File: src/rtl/mem_arbiter_if.sv
// Bus bundle between the memory arbiter and its three clients: CPU core, JTAG debug port and main memory.
// The arbiter takes the slave view; the surrounding system (or a bench) takes the master view.
interface mem_arbiter_if #(
    parameter int ADDR_W = 16,
    parameter int DATA_W = 16
);
    logic              i_coreReq;
    logic [ADDR_W-1:0] i_coreAddr;
    logic [DATA_W-1:0] i_coreWdata;
    logic              i_coreWr;
    logic              o_coreAck;
    logic [DATA_W-1:0] o_coreRdata;

    logic              i_jtagEn;
    logic [ADDR_W-1:0] i_jtagAddr;
    logic [DATA_W-1:0] i_jtagWdata;
    logic              i_jtagWr;
    logic              o_jtagDone;
    logic [DATA_W-1:0] o_jtagRdata;
    logic              o_jtagOvf;
    logic              i_jtagOvfClr;

    logic [ADDR_W-1:0] o_memAddr;
    logic [DATA_W-1:0] o_memWdata;
    logic              o_memWr;
    logic              o_memEn;
    logic [DATA_W-1:0] i_memRdata;

    modport slave (
        input  i_coreReq, i_coreAddr, i_coreWdata, i_coreWr,
        output o_coreAck, o_coreRdata,
        input  i_jtagEn, i_jtagAddr, i_jtagWdata, i_jtagWr, i_jtagOvfClr,
        output o_jtagDone, o_jtagRdata, o_jtagOvf,
        output o_memAddr, o_memWdata, o_memWr, o_memEn,
        input  i_memRdata
    );

    modport master (
        output i_coreReq, i_coreAddr, i_coreWdata, i_coreWr,
        input  o_coreAck, o_coreRdata,
        output i_jtagEn, i_jtagAddr, i_jtagWdata, i_jtagWr, i_jtagOvfClr,
        input  o_jtagDone, o_jtagRdata, o_jtagOvf,
        input  o_memAddr, o_memWdata, o_memWr, o_memEn,
        output i_memRdata
    );
endinterface

File: src/rtl/mem_arbiter.sv
// Shares the single-port synchronous memory between the CPU core and the JTAG debug port.
// Every access runs IDLE/RSP -> ACC -> RSP; the JTAG one-cycle pulse is held in a one-deep buffer.
module mem_arbiter #(
    parameter int ADDR_W = 16,
    parameter int DATA_W = 16
) (
    input  logic          i_clk,
    input  logic          i_rstn,
    mem_arbiter_if.slave  bus
);

    typedef enum logic [1:0] {IDLE, ACC, RSP} state_t;

    state_t            state_q, state_d;
    logic              pend_q, pend_d;
    logic [ADDR_W-1:0] pAddr_q, pAddr_d;
    logic [DATA_W-1:0] pWdata_q, pWdata_d;
    logic              pWr_q, pWr_d;
    logic              lastJtag_q, lastJtag_d;
    logic              srcJtag_q, srcJtag_d;
    logic [ADDR_W-1:0] memAddr_q, memAddr_d;
    logic [DATA_W-1:0] memWdata_q, memWdata_d;
    logic              memWr_q, memWr_d;
    logic [DATA_W-1:0] jtagRdata_q, jtagRdata_d;
    logic              ovf_q, ovf_d;

    logic coreElig, jtagElig, grantCore, grantJtag, ovfSet;

    always_comb begin
        state_d     = state_q;
        pend_d      = pend_q;
        pAddr_d     = pAddr_q;
        pWdata_d    = pWdata_q;
        pWr_d       = pWr_q;
        lastJtag_d  = lastJtag_q;
        srcJtag_d   = srcJtag_q;
        memAddr_d   = memAddr_q;
        memWdata_d  = memWdata_q;
        memWr_d     = memWr_q;
        jtagRdata_d = jtagRdata_q;
        ovf_d       = ovf_q;

        // A request seen by the core during RSP is the one being acked, so it only counts in IDLE.
        coreElig  = (state_q == IDLE) && bus.i_coreReq;
        jtagElig  = (state_q != ACC) && pend_q;
        grantJtag = jtagElig && (!coreElig || !lastJtag_q);
        grantCore = coreElig && !grantJtag;
        ovfSet    = bus.i_jtagEn && pend_q && !grantJtag;

        case (state_q)
            IDLE:    if (grantCore || grantJtag) state_d = ACC;
            ACC:     state_d = RSP;
            RSP:     state_d = grantJtag ? ACC : IDLE;
            default: state_d = IDLE;
        endcase

        if (grantCore) begin
            memAddr_d  = bus.i_coreAddr;
            memWdata_d = bus.i_coreWdata;
            memWr_d    = bus.i_coreWr;
            srcJtag_d  = 1'b0;
            lastJtag_d = 1'b0;
        end else if (grantJtag) begin
            memAddr_d  = pAddr_q;
            memWdata_d = pWdata_q;
            memWr_d    = pWr_q;
            srcJtag_d  = 1'b1;
            lastJtag_d = 1'b1;
        end

        if (state_q == RSP && srcJtag_q && !memWr_q) jtagRdata_d = bus.i_memRdata;

        // The buffer slot frees up on the grant edge, so a pulse on that edge is captured, not dropped.
        if (bus.i_jtagEn && (!pend_q || grantJtag)) begin
            pend_d   = 1'b1;
            pAddr_d  = bus.i_jtagAddr;
            pWdata_d = bus.i_jtagWdata;
            pWr_d    = bus.i_jtagWr;
        end else if (grantJtag) begin
            pend_d = 1'b0;
        end

        if (ovfSet)                ovf_d = 1'b1;
        else if (bus.i_jtagOvfClr) ovf_d = 1'b0;
    end

    always_ff @(posedge i_clk) begin
        if (!i_rstn) begin
            state_q     <= IDLE;
            pend_q      <= 1'b0;
            lastJtag_q  <= 1'b1;
            srcJtag_q   <= 1'b0;
            memAddr_q   <= '0;
            memWdata_q  <= '0;
            memWr_q     <= 1'b0;
            jtagRdata_q <= '0;
            ovf_q       <= 1'b0;
        end else begin
            state_q     <= state_d;
            pend_q      <= pend_d;
            lastJtag_q  <= lastJtag_d;
            srcJtag_q   <= srcJtag_d;
            memAddr_q   <= memAddr_d;
            memWdata_q  <= memWdata_d;
            memWr_q     <= memWr_d;
            jtagRdata_q <= jtagRdata_d;
            ovf_q       <= ovf_d;
        end
    end

    // Buffered JTAG payload is only meaningful while pend_q is set.
    always_ff @(posedge i_clk) begin
        pAddr_q  <= pAddr_d;
        pWdata_q <= pWdata_d;
        pWr_q    <= pWr_d;
    end

    assign bus.o_memEn     = (state_q == ACC);
    assign bus.o_memAddr   = memAddr_q;
    assign bus.o_memWdata  = memWdata_q;
    assign bus.o_memWr     = memWr_q;
    assign bus.o_coreAck   = (state_q == RSP) && !srcJtag_q;
    assign bus.o_coreRdata = (bus.o_coreAck && !memWr_q) ? bus.i_memRdata : '0;
    assign bus.o_jtagDone  = (state_q == RSP) && srcJtag_q;
    assign bus.o_jtagRdata = jtagRdata_q;
    assign bus.o_jtagOvf   = ovf_q;

endmodule

File: src/flat_wrapper.sv
// flat-port wrapper written by rule: the top's interface ports become plain ports
module mem_arbiter_flat 
#(
    parameter int ADDR_W = 16,
    parameter int DATA_W = 16
)
  (i_clk, i_rstn, bus_i_coreReq, bus_i_coreAddr, bus_i_coreWdata, bus_i_coreWr, bus_o_coreAck, bus_o_coreRdata, bus_i_jtagEn, bus_i_jtagAddr, bus_i_jtagWdata, bus_i_jtagWr, bus_i_jtagOvfClr, bus_o_jtagDone, bus_o_jtagRdata, bus_o_jtagOvf, bus_o_memAddr, bus_o_memWdata, bus_o_memWr, bus_o_memEn, bus_i_memRdata);
  mem_arbiter_if #(.ADDR_W(ADDR_W), .DATA_W(DATA_W)) bus_i ();
  input  logic i_clk;
  input  logic i_rstn;
  input wire logic [$bits(bus_i.i_coreReq)-1:0] bus_i_coreReq;
  input wire logic [$bits(bus_i.i_coreAddr)-1:0] bus_i_coreAddr;
  input wire logic [$bits(bus_i.i_coreWdata)-1:0] bus_i_coreWdata;
  input wire logic [$bits(bus_i.i_coreWr)-1:0] bus_i_coreWr;
  output wire logic [$bits(bus_i.o_coreAck)-1:0] bus_o_coreAck;
  output wire logic [$bits(bus_i.o_coreRdata)-1:0] bus_o_coreRdata;
  input wire logic [$bits(bus_i.i_jtagEn)-1:0] bus_i_jtagEn;
  input wire logic [$bits(bus_i.i_jtagAddr)-1:0] bus_i_jtagAddr;
  input wire logic [$bits(bus_i.i_jtagWdata)-1:0] bus_i_jtagWdata;
  input wire logic [$bits(bus_i.i_jtagWr)-1:0] bus_i_jtagWr;
  input wire logic [$bits(bus_i.i_jtagOvfClr)-1:0] bus_i_jtagOvfClr;
  output wire logic [$bits(bus_i.o_jtagDone)-1:0] bus_o_jtagDone;
  output wire logic [$bits(bus_i.o_jtagRdata)-1:0] bus_o_jtagRdata;
  output wire logic [$bits(bus_i.o_jtagOvf)-1:0] bus_o_jtagOvf;
  output wire logic [$bits(bus_i.o_memAddr)-1:0] bus_o_memAddr;
  output wire logic [$bits(bus_i.o_memWdata)-1:0] bus_o_memWdata;
  output wire logic [$bits(bus_i.o_memWr)-1:0] bus_o_memWr;
  output wire logic [$bits(bus_i.o_memEn)-1:0] bus_o_memEn;
  input wire logic [$bits(bus_i.i_memRdata)-1:0] bus_i_memRdata;
  assign bus_i.i_coreReq = bus_i_coreReq;
  assign bus_i.i_coreAddr = bus_i_coreAddr;
  assign bus_i.i_coreWdata = bus_i_coreWdata;
  assign bus_i.i_coreWr = bus_i_coreWr;
  assign bus_o_coreAck = bus_i.o_coreAck;
  assign bus_o_coreRdata = bus_i.o_coreRdata;
  assign bus_i.i_jtagEn = bus_i_jtagEn;
  assign bus_i.i_jtagAddr = bus_i_jtagAddr;
  assign bus_i.i_jtagWdata = bus_i_jtagWdata;
  assign bus_i.i_jtagWr = bus_i_jtagWr;
  assign bus_i.i_jtagOvfClr = bus_i_jtagOvfClr;
  assign bus_o_jtagDone = bus_i.o_jtagDone;
  assign bus_o_jtagRdata = bus_i.o_jtagRdata;
  assign bus_o_jtagOvf = bus_i.o_jtagOvf;
  assign bus_o_memAddr = bus_i.o_memAddr;
  assign bus_o_memWdata = bus_i.o_memWdata;
  assign bus_o_memWr = bus_i.o_memWr;
  assign bus_o_memEn = bus_i.o_memEn;
  assign bus_i.i_memRdata = bus_i_memRdata;
  mem_arbiter #(.ADDR_W(ADDR_W), .DATA_W(DATA_W)) u_core (.i_clk(i_clk), .i_rstn(i_rstn), .bus(bus_i));
endmodule
File: config.mk
export PLATFORM = sky130hd
export DESIGN_NAME = mem_arbiter_flat
export DESIGN_NICKNAME = d
export VERILOG_FILES = /design/src/rtl/mem_arbiter_if.sv /design/src/rtl/mem_arbiter.sv /design/src/flat_wrapper.sv
export SDC_FILE = /design/constraint.sdc
export NUM_CORES = 1
export LEC_CHECK = 0
export ABC_CLOCK_PERIOD_IN_PS = 7400
export CAP_MARGIN = 20
export CORE_UTILIZATION = 44
export CTS_CLUSTER_SIZE = 16
export DETAILED_ROUTE_END_ITERATION = 7
export PLACE_DENSITY = 0.85
export SETUP_SLACK_MARGIN = 0.05
export SYNTH_ARGS = -nofsm -noshare
export SYNTH_HDL_FRONTEND = slang
export SYNTH_SLANG_ARGS = --single-unit
export TNS_END_PERCENT = 30
File: constraint.sdc
create_clock -name i_clk -period 7.4 [get_ports i_clk]
set_input_delay 1.48 -clock i_clk [delete_from_list [all_inputs] [get_ports i_clk]]
set_output_delay 1.48 -clock i_clk [all_outputs]
set_load 0.02 [all_outputs]
; Word-level counts from Yosys, hierarchy flattened
; Cells that the tools add are included.
[totals]
reg_bits = 88
romBits = 0
inputBits = 87
memories = 0
latchBits = 0
ramBits = 0
[classes]
n_mul = 0
eq_ne = 4
div = 0
n_reduce_logical = 25
mux = 16
shifts = 0
bitwise_logic = 1
magnitude_cmp = 0
n_addsub = 0
[op_table]
columns = op, count
row1 = $mux 16, 5
row2 = $logic_and 1x1->1, 11
row3 = $mux 1, 9
row4 = $logic_not 1->1, 6
row5 = $pmux 2 s3, 1
row6 = $reduce_bool 2->1, 3
row7 = $logic_or 1x1->1, 3
row8 = $eq 2x1->1 const B, 1
row9 = $eq 2x2->1 const B, 1
row10 = $logic_not 2->1, 1
row11 = $mux 2, 1
row12 = $ne 2x1->1 const B, 1
row13 = $ne 2x2->1 const B, 1
row14 = $reduce_or 2->1, 1
row15 = $not 1->1, 1

; Longest topological paths before layout
[depth]
depth_word = 10
depth_mapped = 7
ltp_nobuf = 5

; Worst setup path after synthesis
; OpenSTA, ideal clock, no wires.
[synth_timing]
path_type = input to register
startpoint = in bus_i_coreReq
endpoint = reg u_core.pAddr_q[0] (enable)
slack_ps = 3789
arrival_ps = 3184
t_required_ps = 6973
path_stages = 3
n_path_buf = 0
cell_sequence = a21oi_1 > nor3_1 > nor2b_1
[synth_between]
elab_chain_len = 6
[synth_lines]
columns = item, line
row1 = "start, declared", flat_wrapper.sv:11  ; input wire logic [$bits(bus_i.i_coreReq)-1:0] bus_i_coreReq;
row2 = $logic_and 1x1->1, mem_arbiter.sv:44  ; coreElig = (state_q == IDLE) && bus.i_coreReq;
row3 = $logic_not 1->1, mem_arbiter.sv:46  ; grantJtag = jtagElig && (!coreElig || !lastJtag_q);
row4 = $logic_or 1x1->1, mem_arbiter.sv:46
row5 = $logic_and 1x1->1, mem_arbiter.sv:46
row6 = $logic_or 1x1->1, mem_arbiter.sv:74  ; if (bus.i_jtagEn && (!pend_q || grantJtag)) begin
row7 = $logic_and 1x1->1, mem_arbiter.sv:74
row8 = "end signal, assigned", mem_arbiter.sv:113  ; pAddr_q <= pAddr_d;
row9 = "end, declared", mem_arbiter.sv:16  ; logic [ADDR_W-1:0] pAddr_q, pAddr_d;
; Every way passes these cells.
; A chain may end at the register's enable or synchronous reset.

; Worst setup path after layout
[layout_timing]
startpoint = in bus_i_memRdata[1]
endpoint = out bus_o_coreRdata[1]
[layout_between]
elab_chain_len = 1
[layout_lines]
columns = item, line
row1 = "start, declared", flat_wrapper.sv:29  ; input wire logic [$bits(bus_i.i_memRdata)-1:0] bus_i_memRdata;
row2 = $mux 16, mem_arbiter.sv:123  ; assign bus.o_coreRdata = (bus.o_coreAck && !memWr_q) ? bus.i_memRdata : '0;
row3 = "end, declared", flat_wrapper.sv:16  ; output wire logic [$bits(bus_i.o_coreRdata)-1:0] bus_o_coreRdata;
; Every way passes these cells.

==> results.toml <==
[synth]
postSynthCellCount = 338
total_standard_cell_area_after_synthesis_um2 = 3350
synth_cell_type_count = 29
syn-num-nets = 425
syn_avg_cell_area_um2 = 9.92
synth_seq_area_share_pct = 62.4
yosysWarningCount = 0
synth_seq_cells = 88

[floorplanning]
effective_utilization_at_floorplan_pct = 46.0
fp.dieW_um = 89.3
floorplan.io_pins = 156
num_rows = 31
core_area_um2 = 7290
dieArea_um2 = 7980
die_ht_um = 89.3

[run_status]
outcome = "finished clean"

[placed_design]
dp.final_hpwl_um = 5860
pre_cts_slack_ps = 3190
numPortBuffers = 155
dpl-instance-area_um2 = 4950
routability_cong = 0.693

[power]
switching_share_pct = 27.4
power.combinational.fraction_pct = 20.1
cellPowerDensity_nw_per_um2 = 209
power.sequential.fraction_pct = 51.8
peakVddDrop_mv = 0.127
clock_power_share_pct = 28.0
netSwitchingPower_uw = 296
power_report.internal_total_uw = 784
cellLeakagePower_uw = 0.00188

[sta]
max-slew-margin-rel_pct = 39.7
report.final.slew_viol_count = 0
timing_hold_violations_final = 0
rsz0062_at_grt = "false"
timing_worst_slew_pin_value_ps = 902
finalSetupTns_ps = 0
final.setup.worst_slack_ps = 3200
worst_clock_skew_ps = 9.39
setup_violations = 0
achievable-frequency_mhz = 238
period_minus_slack_ps = 4200
holdWs_ps = 458
period_share_pct = 56.8

[clocking]
max-clock-path-buffers = 2
tritoncts_buffer_count = 9
cts_root_buf = "sky130_fd_sc_hd__clkbuf_8"
ctsHoldBuffers = 0
worst_setup_hold_path_clk_slew_ps = 80
clk_latency_ps = 360
cts_h_tree_depth = 3
tritoncts = "built"
tritoncts_num_sinks = 88
post_cts_buffers = 0
cts.repair.resized = 0

[routing]
post_drt_wl_per_cell_um = 14.3
routed_via_density = 4.97
route.vias.total = 2922
detail_route.iter0.violations = 111
drtPass1Iterations = 5
drc_violation_count_after_routing = 0
routed_wirelength_um = 8400
antenna_violating_nets_post_route = 0

[grt]
global_route.usage.total_pct = 21.0
grt_pass1_wl_um = 12400
antenna_violations_before_repair = 0
grt_pass1_vias = 2759
maximum_number_of_pins_on_one_net_before_global_route_repair = 56
overflow = 0

[critical_path]
worst_setup_path_end_kind = "primary output"
cp.arrival_ps = 2720
setup.reg_to_reg.worst_slack_ps = 5270
reg2reg_depth = 6
timing.critical_path.required_ps = 5920
critPathMaxFanout = 2
r2r-start = "u_core.state_q[1]"
worst_r2r_endpoint = "u_core.bus.o_memAddr[11]"
type_of_element_launching_the_critical_path = "primary input"
type_of_the_worst_setup_path = "in -> out"

[final_layout]
mostFrequentLayoutCells = "155 x sky130_fd_sc_hd__clkdlybuf4s50_1, 99 x sky130_fd_sc_hd__nand2_1, 55 x sky130_fd_sc_hd__dfxtp_1"
finalInstanceArea_um2 = 5160
n_antenna_cell = 0
nNetsFinal = 571
area_growth_syn_to_layout_pct = 53.9
post_route_cells_drive_above_1_share_pct = 5.11
mostFrequentLayoutCell = "sky130_fd_sc_hd__clkdlybuf4s50_1"

[min_path]
whs_path_depth = 2
holdPathEnd = "u_core.bus.o_jtagRdata[13]"
min-delay-start = "u_core.bus.o_jtagRdata[13]"
hold_class = "reg -> reg"

[flow_run]
max_cap_viol_count = 0
-- routing by layer --
metal	global-route usage (%)	vias to the layer above	wire length, µm	part of all wire (%)
li1	-	1451	-	-
met1	22.4	1326	3180	38
met2	38.9	127	4410	52
met3	5.26	18	642	7.6
met4	9.52	0	166	2.0
met5	0	-	0	0
-- power by group through the flow --
stage	Clock, µW	Sequential, µW	Combinational [µW]
CTS	310	559	217
global placement	0	568	210
global route	329	563	235
detailed placement	0	569	216
finish	302	559	217
floorplan	0	595	75.0
-- stage by stage --
stage / util (%) / cells / total power, µW
after CTS: 70.4 / 587 / 1090
after global placement: 67.9 / 571 / 778
after floorplan: - / 338 / 670
after detailed placement: 67.9 / 571 / 785
final: 70.8 / 588 / 1080
after global routing: 70.8 / 588 / 1130
-- synth_stat cells --
library cell	instances	share of area [%]
sky130_fd_sc_hd__a21boi_0	6	1.3
sky130_fd_sc_hd__a21boi_1	10	2.2
sky130_fd_sc_hd__a21oi_1	4	0.60
sky130_fd_sc_hd__a21oi_2	1	0.26
sky130_fd_sc_hd__a31oi_1	33	6.2
sky130_fd_sc_hd__and2_1	18	3.4
sky130_fd_sc_hd__and2b_1	1	0.22
sky130_fd_sc_hd__buf_2	10	1.5
sky130_fd_sc_hd__buf_4	1	0.22
sky130_fd_sc_hd__buf_6	1	0.34
sky130_fd_sc_hd__clkbuf_1	12	1.3
sky130_fd_sc_hd__dfxtp_1	55	33
sky130_fd_sc_hd__edfxtp_1	33	30
sky130_fd_sc_hd__inv_1	3	0.34
sky130_fd_sc_hd__inv_2	1	0.11
sky130_fd_sc_hd__nand2_1	99	11
sky130_fd_sc_hd__nand2b_1	4	0.75
sky130_fd_sc_hd__nand3_1	1	0.15
sky130_fd_sc_hd__nand3b_1	1	0.22
sky130_fd_sc_hd__nor2_2	1	0.19
sky130_fd_sc_hd__nor2b_1	3	0.56
sky130_fd_sc_hd__nor3_1	1	0.15
sky130_fd_sc_hd__nor3b_1	1	0.22
sky130_fd_sc_hd__nor3b_2	2	0.75
sky130_fd_sc_hd__o211ai_1	1	0.22
sky130_fd_sc_hd__o21a_1	1	0.22
sky130_fd_sc_hd__o21ai_0	23	3.4
sky130_fd_sc_hd__o21ai_1	10	1.5
sky130_fd_sc_hd__or2_1	1	0.19
-- area by class of cell --
cell class                      count  area, µm²
Clock inverter                      6       43.8
Tap cell                           99        124
Clock buffer                       10        138
Fill cell                         542       2130
Sequential cell                    88       2090
Inverter                            4       15.0
Timing Repair Buffer              159       1600
Multi-Input combinational cell    222       1150
-- logic make-up after synthesis --
kind of cell,Yosys count,synth area share [%]
AND/OR/NAND/NOR,133,17.8
flip-flops,88,62.4
buffers and inverters,28,3.84
AO/OA/AOI/OAI,89,16.0
-- worst max-delay path by stage --
stage | startpoint | end | slack, ps | depth (start not counted)
detailed placement | bus_i_memRdata[1] | bus_o_coreRdata[1] | 3190 | 3
floorplan | bus_i_coreReq | u_core.pAddr_q[0] | 3790 | 3
global placement | bus_i_memRdata[5] | bus_o_coreRdata[5] | 3220 | 3
finish | bus_i_memRdata[1] | bus_o_coreRdata[1] | 3200 | 3
CTS | bus_i_memRdata[1] | bus_o_coreRdata[1] | 3190 | 3
global route | bus_i_memRdata[1] | bus_o_coreRdata[1] | 3150 | 3
-- worst max-delay path: stages --
cell and delay, ps:
sky130_fd_sc_hd__clkdlybuf4s50_1 500, sky130_fd_sc_hd__and2_1 140, sky130_fd_sc_hd__clkdlybuf4s50_1 600
-- state kept, by name, indices dropped and copies added, names as in the netlist, 2 cells and up --
register and flops:
u_core.state_q 2, u_core.pWdata_q 16, u_core.bus.o_memWdata 16, u_core.bus.o_jtagRdata 16, u_core.pAddr_q 16, u_core.bus.o_memAddr 16
Power figures use the tool's default switching activity.
